File: src/rtl/settle_timer.sv
`default_nettype none
// =============================================================================
// Module   : settle_timer
// Brief    : 4-bit settle counter; expired while count equals SETTLE-1.
// Revision : 1.0 - initial release
// =============================================================================
module settle_timer #(
  parameter int SETTLE = 2
) (
  input  logic clk,
  input  logic rst_n,
  input  logic clear,
  input  logic enable,
  output logic expired
);

  localparam logic [3:0] c_last = 4'(SETTLE - 1);

  logic [3:0] r_count;

  always_ff @(posedge clk or negedge rst_n) begin
    if (!rst_n) begin
      r_count <= 4'd0;
    end else if (clear) begin
      r_count <= 4'd0;
    end else if (enable) begin
      r_count <= r_count + 4'd1;
    end
  end

  assign expired = (r_count == c_last);

endmodule
`default_nettype wire

File: config.mk
export PLATFORM = sky130hd
export DESIGN_NAME = settle_timer
export DESIGN_NICKNAME = d
export VERILOG_FILES = /design/src/rtl/settle_timer.sv
export SDC_FILE = /design/constraint.sdc
export NUM_CORES = 1
export LEC_CHECK = 0
export CORE_AREA = 2 2 39 41
export DETAILED_ROUTE_END_ITERATION = 8
export DIE_AREA = 0 0 41 43
export PLACE_DENSITY_LB_ADDON = 0.15
export REMOVE_ABC_BUFFERS = 1
export SYNTH_ARGS = -nofsm -noshare
export SYNTH_HDL_FRONTEND = slang
export SYNTH_SLANG_ARGS = --single-unit
export TNS_END_PERCENT = 5
File: constraint.sdc
create_clock -name clk -period 1 [get_ports clk]
set_input_delay 0.2 -clock clk [delete_from_list [all_inputs] [get_ports clk]]
set_output_delay 0.2 -clock clk [all_outputs]
set_load 0.005 [all_outputs]
==> results.yml <==
status:
  status: "complete, but fails checks"
  violations: "negative setup slack"
floorplanning:
  die_x_um: 41
  start_util_pct: 16.00
  fp.dieH_um: 43
  core_um2: 1384
  dieArea_um2: 1763
  rows: 14
  pin_count: 5
pwr:
  power.leakage_nw: 0.1639
  p_int_w: 0.0003508
  p_seq_share_pct: 39.5
  swShare_pct: 20.90
  peakVddDrop_mv: 0.4205
  clkPwrFrac_pct: 42.8
  p_per_area_nw_per_um2: 1271
  p_comb_share_pct: 17.7
  p_sw_w: 0.00009269
sta:
  fin_crit_ns: 1.246
  final_max_slew_viol_count: 0
  finalCritPeriodShare_pct: 124.6
  fin_worst_skew_ns: 0.001714
  rsz0062_at_grt: "true"
  hold_violations: 0
  worst_pin_slew_ns: 0.1809
  whs_ns: 0.1728
  slew_headroom_pct: 87.91
  setup_violations: 4
  worst_slack_ns: -0.2464
  max_freq_mhz: 802.3
worst_setup_path:
  critPathLaunchType: "register"
  criticalPathCategory: "reg -> out"
  cp.required_ns: 0.80
  crit_fanout: 2
  critPathCaptureType: "output port"
  arrival_ns: 1.05
routing:
  avgRoutedWirePerCell_um: 9.063
  drt_iter0_markers: 0
  drc: 0
  via_count: 179
  wl_met3_um: 14
  wl_um: 435
  dr_wl_met2_um: 220
  drtPass1Iterations: 1
  top_layer_used: "met3"
  detail-route-antenna-nets: 0
  via_per_inst: 3.729
  wl_met1_um: 200
place:
  globalplace.congestion: 0.6822
  portBuffers: 4
  dp.final_hpwl_um: 361.5
  place_area_um2: 319.1
cells_and_area:
  drive_gt1_share_pct: 43.75
  largest_reg_flops: 4
  fillers: 154
  areaGrowthSynthToFinish_pct: 57.63
  reg_top3: "r_count (4)"
  diodes: 0
  regMostFlops: "r_count"
  stdcell_area_um2: 349.1
  nets: 40
yosys:
  yosys.area_share.adder_pct: 11.30
  async_reset_ff_share_pct: 100.0
  synth-edff-count: 0
  synth.top_cells.by_area: "dfrtp_1 45%, ha_1 11%, mux2_4 6.8%"
  yosysTopAreaCellShare_pct: 45.20
  synthCells: 20
  yosys_warnings: 0
  synth_simple_gate_area_share_pct: 22.03
  synth_top_family_by_area: "simple AND/OR/NAND/NOR gates"
  syn_area_per_cell_um2: 11.07
  synth_compound_area_share_pct: 9.040
  syn_area_um2: 221.5
  synth_cell_types: 14
  synth_mux_area_share_pct: 6.780
  synthFlopType: "dfrtp_1"
  ys_seq_elements: 4
  yosysTopAreaCell: "dfrtp_1"
  synth-xor-area-share_pct: 3.955
  yosysSeqAreaShare_pct: 45.20
clocking:
  clk_pin_slew_ns: 0.03
  cts.sink_count: 4
  root_buffer: "clkbuf_4"
  ctsHtreeMaxLevel: 1
  cts_buffers: 3
  cts_tree: "built"
  clk_path_buf_depth: 2
  postCtsHoldBufs: 0
  clk_latency_ns: 0.23
global_route:
  overflow: 0
  grt_pass1_vias: 178
  grt_pass1_wl_um: 703
  antenna_found_initial: 0
  grt_start_max_net_pins: 5
  grt_usage_pct: 6.667
worst_hold_path:
  min_path_type: "in -> async"
job:
  drv_cap: 0
==> critical path, stage by stage (launching register included) <==
cell and delay (ns):
dfrtp_1 0.37, ha_1 0.19, nor3b_2 0.14, buf_2 0.12
==> metrics by stage <==
step / setup WS, ns / setup TNS, ns / power (W) / std cells / utilization, %
detailed placement: -0.4649 / -1.319 / 0.0002570 / 45 / 23.06
CTS: -0.2657 / -0.5700 / 0.0004601 / 48 / 25.23
floorplan: -0.06772 / -0.06772 / 0.0002049 / 20 / -
finish: -0.2464 / -0.5092 / 0.0004435 / 48 / 25.23
global placement: -0.4706 / -1.360 / 0.0002578 / 45 / 23.06
global route: -0.2978 / -0.7542 / 0.0004726 / 48 / 25.23
==> cells in the mapped netlist, types with 2 or more instances <==
master and count:
dfrtp_1 4, ha_1 2, nor2_1 2, a21oi_1 2
==> worst paths after layout <==
| path | startpoint | to | slack [ns] | cells past startpoint |
|---|---|---|---|---|
| min in group clk | r_count[0] | r_count[0] | 0.66 | 3 |
| hold reg to reg | r_count[0] | r_count[0] | 0.66 | 3 |
| max in group asynchronous | rst_n | r_count[0] | 0.66 | 1 |
| setup reg to reg | r_count[0] | r_count[2] | -0.14 | 4 |
| hold / removal | rst_n | r_count[3] | 0.17 | 1 |
| setup / recovery | r_count[0] | expired | -0.25 | 3 |
==> logic make-up after synthesis <==
kind of cell | Yosys count
xor gates and xnor gates | 1
muxes | 1
and+or+nand+nor | 8
DFF | 4
buffers and inverters | 1
adders and majority gates | 2
AOI/OAI and AO/OA | 3
==> area by class of cell <==
type	count	area (um^2)	share of cell area, %
Multi-Input combinational cell	15	130.1	37.28
Inverter	1	3.754	1.075
Clock buffer	3	22.52	6.452
Timing Repair Buffer	9	72.57	20.79
Sequential cell	4	100.1	28.67
Tap cell	16	20.02	5.735
==> cells in the final DEF, fill, tap and decap left out, drive strengths merged <==
cell,instances
buf,6
dfrtp,4
clkbuf,3
clkdlybuf4s50,3
nor2,2
a21oi,2
ha,2
inv,1
nor3b,1
nor2b,1
nand4,1
mux2,1
or2b,1
nand2b,1
xnor2,1
a21bo,1
nand3b,1
==> routing by layer <==
layer | track usage (%) | vias to the layer above
li1 | - | 93
met1 | 7.541 | 84
met2 | 8.750 | 2
met3 | 3.141 | 0
met4 | 6.000 | 0
met5 | 0 | -
==> power groups by stage <==
stage          registers [W]  logic [W]  clock network, W
6_report            0.000175  0.0000783          0.000190
5_1_grt             0.000176  0.0000862          0.000210
4_1_cts             0.000175  0.0000807          0.000204
3_5_place_dp        0.000177  0.0000799                 0
3_3_place_gp        0.000177  0.0000806                 0
2_1_floorplan       0.000180  0.0000249                 0
==> what timing repair did <==
action,in CTS,in global routing
resized for setup,7,0
endpoints found under the setup margin,4,4
setup buffers,0,0
cloned,0,0
Power figures use the tool's default switching activity.
